## src/rtl/cpu_pkg.sv

```systemverilog
// Shared definitions for the MIPS front end: fetch FSM states, IF/ID payload
// and the reserved instruction encodings.
package cpu_pkg;

  localparam logic [31:0] NOP_WORD     = 32'h0000_0000;
  localparam logic [31:0] DEF_HALT_WORD = 32'hFFFF_FFFF;
  localparam logic [31:0] DEF_RESET_PC  = 32'h0000_0000;

  typedef enum logic [1:0] {
    FETCH  = 2'd0,
    DRAIN  = 2'd1,
    HALTED = 2'd2
  } fetch_state_e;

  typedef struct packed {
    logic [31:0] instr;
    logic [31:0] pc4;
    logic        valid;
  } ifid_t;

  localparam ifid_t IFID_BUBBLE = '{instr: NOP_WORD, pc4: 32'h0, valid: 1'b0};

  // Branch/jump targets are forced onto a word boundary.
  function automatic logic [31:0] align_word(input logic [31:0] a);
    return {a[31:2], 2'b00};
  endfunction

endpackage

```

## src/rtl/if_id_reg.sv

```systemverilog
// IF/ID pipeline register. Bubble beats load; neither asserted means hold.
module if_id_reg
  import cpu_pkg::*;
(
  input  logic  clk,
  input  logic  reset,
  input  logic  load,
  input  logic  bubble,
  input  ifid_t d,
  output ifid_t q
);

  always_ff @(posedge clk) begin
    if (reset || bubble) q <= IFID_BUBBLE;
    else if (load)       q <= d;
  end

endmodule

```

## src/rtl/if_stage.sv

```systemverilog
// Instruction fetch: PC register, fetch/drain/halt FSM and the IF/ID register.
// imem_addr comes straight from the PC flop, so no input reaches an output combinationally.
module if_stage
  import cpu_pkg::*;
#(
  parameter logic [31:0] RESET_PC     = DEF_RESET_PC,
  parameter logic [31:0] HALT_WORD    = DEF_HALT_WORD,
  parameter int unsigned DRAIN_CYCLES = 4
) (
  input  logic        clk,
  input  logic        reset,
  output logic [31:0] imem_addr,
  input  logic [31:0] imem_data,
  input  logic        stall,
  input  logic        redirect_valid,
  input  logic [31:0] redirect_pc,
  output logic [31:0] if_id_instr,
  output logic [31:0] if_id_pc4,
  output logic [15:0] if_id_imm,
  output logic        if_id_valid,
  output logic        halted
);

  localparam logic [2:0] CNT_LAST = 3'(DRAIN_CYCLES - 1);

  fetch_state_e state, state_nxt;
  logic [31:0]  pc, pc_nxt, pc_plus4;
  logic [2:0]   cnt;
  logic         is_halt;
  logic         pc_load, ifid_load, ifid_bubble, cnt_clr, cnt_inc;
  ifid_t        ifid_d, ifid_q;

  assign pc_plus4 = pc + 32'd4;
  assign is_halt  = (imem_data == HALT_WORD);

  always_ff @(posedge clk) begin
    if (reset) state <= FETCH;
    else       state <= state_nxt;
  end

  always_comb begin
    state_nxt = state;
    case (state)
      FETCH: begin
        if (redirect_valid)         state_nxt = FETCH;
        else if (!stall && is_halt) state_nxt = DRAIN;
      end
      DRAIN: begin
        if (redirect_valid)         state_nxt = FETCH;
        else if (cnt == CNT_LAST)   state_nxt = HALTED;
      end
      HALTED:                       state_nxt = HALTED;
      default:                      state_nxt = FETCH;
    endcase
  end

  // Per-state datapath controls; redirect outranks stall, and the halt word
  // itself is latched into IF/ID so ID can see it while the PC freezes.
  always_comb begin
    pc_load     = 1'b0;
    pc_nxt      = pc;
    ifid_load   = 1'b0;
    ifid_bubble = 1'b0;
    cnt_clr     = 1'b0;
    cnt_inc     = 1'b0;
    case (state)
      FETCH: begin
        if (redirect_valid) begin
          pc_load     = 1'b1;
          pc_nxt      = align_word(redirect_pc);
          ifid_bubble = 1'b1;
          cnt_clr     = 1'b1;
        end else if (!stall) begin
          ifid_load = 1'b1;
          if (is_halt) begin
            cnt_clr = 1'b1;
          end else begin
            pc_load = 1'b1;
            pc_nxt  = pc_plus4;
          end
        end
      end
      DRAIN: begin
        ifid_bubble = 1'b1;
        if (redirect_valid) begin
          pc_load = 1'b1;
          pc_nxt  = align_word(redirect_pc);
          cnt_clr = 1'b1;
        end else begin
          cnt_inc = 1'b1;
        end
      end
      default: ;
    endcase
  end

  always_ff @(posedge clk) begin
    if (reset)        pc <= RESET_PC;
    else if (pc_load) pc <= pc_nxt;
  end

  always_ff @(posedge clk) begin
    if (reset || cnt_clr) cnt <= 3'd0;
    else if (cnt_inc)     cnt <= cnt + 3'd1;
  end

  assign ifid_d = '{instr: imem_data, pc4: pc_plus4, valid: 1'b1};

  if_id_reg u_if_id_reg (
    .clk    (clk),
    .reset  (reset),
    .load   (ifid_load),
    .bubble (ifid_bubble),
    .d      (ifid_d),
    .q      (ifid_q)
  );

  assign imem_addr   = pc;
  assign if_id_instr = ifid_q.instr;
  assign if_id_pc4   = ifid_q.pc4;
  assign if_id_imm   = ifid_q.instr[15:0];
  assign if_id_valid = ifid_q.valid;
  assign halted      = (state == HALTED);

endmodule

```

## config.mk

```make
export PLATFORM = sky130hd
export DESIGN_NAME = if_stage
export DESIGN_NICKNAME = d
export VERILOG_FILES = /design/src/rtl/cpu_pkg.sv /design/src/rtl/if_id_reg.sv /design/src/rtl/if_stage.sv
export SDC_FILE = /design/constraint.sdc
export NUM_CORES = 1
export LEC_CHECK = 0
export BUFFER_PORTS_ARGS = -buffer_cell sky130_fd_sc_hd__buf_2
export CAP_MARGIN = 0
export CELL_PAD_IN_SITES_DETAIL_PLACEMENT = 1
export CELL_PAD_IN_SITES_GLOBAL_PLACEMENT = 1
export CORE_UTILIZATION = 30
export DETAILED_ROUTE_END_ITERATION = 12
export PLACE_DENSITY_LB_ADDON = 0.1
export SLEW_MARGIN = 40
export SYNTH_ARGS = -nofsm -noshare
export SYNTH_HDL_FRONTEND = slang
export SYNTH_SLANG_ARGS = --single-unit
```

## constraint.sdc

```tcl
create_clock -name clk -period 2.1 [get_ports clk]
set_input_delay 0.105 -clock clk [delete_from_list [all_inputs] [get_ports clk]]
set_output_delay 0.105 -clock clk [all_outputs]
set_load 0.1 [all_outputs]
```

==> out/metrics.yaml <==
status: "complete, no violations"
grt_pass1_vias: 4791
p_leak_nw: 2.67
worst_path_max_delay_cell: "dfxtp_4"
cts_buffer_depth: 2
cts_buffers: 9
multi_input_area_um2: 2530
synth_top_area_share_pct: 40.7
routedWlPerCell_um: 16.9
grtUsageTotal_pct: 20.4
final_cells: 981
seq_area_um2: 2050
synth_top_flop_cell: "dfxtp_1"
route.detailed.drc: 0
p_per_area_nw_per_um2: 742
core_um2: 15400
start_util_pct: 31.2
die_w_um: 129
maxSlewHeadroom_pct: 51.4
std_cell_rows: 45
yosys-top-cells-area: "dfxtp_1 41%, nand2_1 10%, a21oi_1 6.4%, nor2_1 5.1%, a211oi_1 3.7%"
grt_max_degree: 89
placed_cells: 957
clock_latency_ps: 350
power.total_mw: 4.71
die-area_um2: 16600
area_growth_pct: 32.0
cp.arrival_ps: 2290
fmax_mhz: 498
nets: 836
ios: 182
vias: 4902
yosysWarnings: 0
p_clk_share_pct: 34.0
ant_nets: 0
dp_slack_ps: -15.1
fp.dieH_um: 129
synth_area_leader_cell: "dfxtp_1"
p_int_mw: 3.00
gp_congestion: 0.845
fill_cells: 1936
fin_setup_tns_ps: 0
end_kind: "flip-flop"
path_clk_slew_ps: 70
path_cells: "and4_1 -> nand3_2 -> or3_4 -> or3_1 -> a311o_1 -> a21oi_2"
post-route-period-util_pct: 95.6
utilization_pct: 41.2
maxCapViolCount: 0
htree_levels: 3
diodes: 0
finClkSkew_ps: 8.58
syn_inst: 610
port_buffers: 175
drive_above_1_share_pct: 34.7
setup_viol: 0
syn-cell-area_um2: 4820
clockRootBuffer: "clkbuf_16"
antenna_found_initial: 0
final_cell_mix: "175 x buf_2, 129 x nand2_1, 71 x dfxtp_1"
fin_area_um2: 6350
vdd_drop_max_mv: 0.436
first_iter_violations: 208
crit_buf_inv: 0
first_pass_iters: 4
drt-total-wl_mm: 16.6
grt_first_pass_wirelength_mm: 26.0
cts_tree: "done"
hold_viol_final: 0
grt_overflow_total: 0
timing.final.ws_setup_ps: 92.9
period_needed_ps: 2010
worstPathMaxFanout: 7
syn_avg_cell_area_um2: 7.89
yosysSeqAreaShare_pct: 40.7
cp-start-kind: "flip-flop"
hold_path_class: "in -> reg"
slowest_delay_ps: 390
clock_sinks: 98
criticalPathCategory: "reg -> reg"
whs_ps: 9.08
pwr-share-seq_pct: 42.4
worstMarginPinSlew_ps: 722
crit_required_ps: 2380
grt_setup_unrepaired: "false"
ys_types: 59
hpwl_mm: 12.3
layout_commonest_cell: "buf_2"
place_area_um2: 5980
switching_share_pct: 36.3
vias_per_cell: 5.00
synthArstFlopShare_pct: 0
pwr-share-comb_pct: 23.6
path_delay_family: "simple AND/OR/NAND/NOR gates"
synth_edf_count: 0
p_switching_mw: 1.71
finalMaxSlewViolations: 0
ys_ff_latch: 98
-- worst register-to-register path: stages (launching register included) --
cell     delay (ps)
dfxtp_4         390
and4_1          320
nand3_2         100
or3_4           390
or3_1           340
a311o_1         290
a21oi_2         110
-- cells in the mapped netlist (all sizes together) (6+ instances only) --
| cell type | n |
|---|---|
| nor3 | 7 |
| nor4 | 7 |
| xnor2 | 12 |
| nor2 | 67 |
| dfxtp | 98 |
| nand3 | 9 |
| o211ai | 6 |
| a21oi | 63 |
| buf | 28 |
| o31ai | 9 |
| a32oi | 6 |
| nand4 | 17 |
| a211oi | 24 |
| clkbuf | 38 |
| xor2 | 13 |
| o21ai | 10 |
| and3 | 6 |
| nand2b | 7 |
| nand2 | 129 |
-- final cells by class --
cell class	count	area share [%]
tap	211	4.15
sequential	98	32.3
clock inverter	6	0.610
inverter	3	0.177
timing repair buffer	208	19.2
clock buffer	10	3.76
multi-input combinational	445	39.9
-- power groups by stage --
| stage | Clock [mW] | Sequential (mW) | Combinational [mW] |
|---|---|---|---|
| after global placement | 0 | 2.04 | 1.09 |
| after global routing | 1.73 | 2.01 | 1.17 |
| after detailed placement | 0 | 2.04 | 1.10 |
| after CTS | 1.66 | 2.00 | 1.12 |
| final | 1.60 | 2.00 | 1.11 |
| after floorplan | 0 | 2.51 | 0.369 |
-- cells by family (layout without fill, tap and decap cells) --
logic type      Yosys count  in the layout  share of synthesized area, %
simple gates            263            263                          24.9
compound gates          149            149                          20.4
flops                    98             98                          40.7
buf+inv                  70            227                          8.31
xor+xnor                 25             25                          4.55
fa+ha+maj                 3              3                         0.780
other cells               1              4                        0.0779
mux                       1              1                         0.208
-- sequential cells by signal, indices dropped and copies added, names as in the netlist --
| name | flops |
|---|---|
| u_if_id_reg.q | 63 |
| imem_addr | 30 |
| cnt | 3 |
| state | 2 |
-- metal layers --
layer	GRT usage, %	part of all wire [%]
met3	3.04	4.7
met4	6.78	1.3
met2	33.2	45
met5	0	0
met1	27.7	49
-- final timing paths --
| check | start | to | slack (ps) | cells after the start |
|---|---|---|---|---|
| max reg2reg | imem_addr[5]$_SDFFE_PP0P_ | imem_addr[31]$_SDFFE_PP0P_ | 90 | 6 |
| min | imem_data[18] | u_if_id_reg.q[51]$_SDFFE_PP0P_ | 9 | 3 |
| max | imem_addr[5]$_SDFFE_PP0P_ | imem_addr[31]$_SDFFE_PP0P_ | 90 | 6 |
| min reg2reg | u_if_id_reg.q[51]$_SDFFE_PP0P_ | u_if_id_reg.q[51]$_SDFFE_PP0P_ | 450 | 2 |
-- repair_timing --
item	in CTS	in global routing
setup endpoints to repair	0	22
gates resized for setup	0	5
endpoints found under the hold margin	8	0
setup buffers	0	0
hold buffers	8	0
Power figures use the tool's default switching activity.
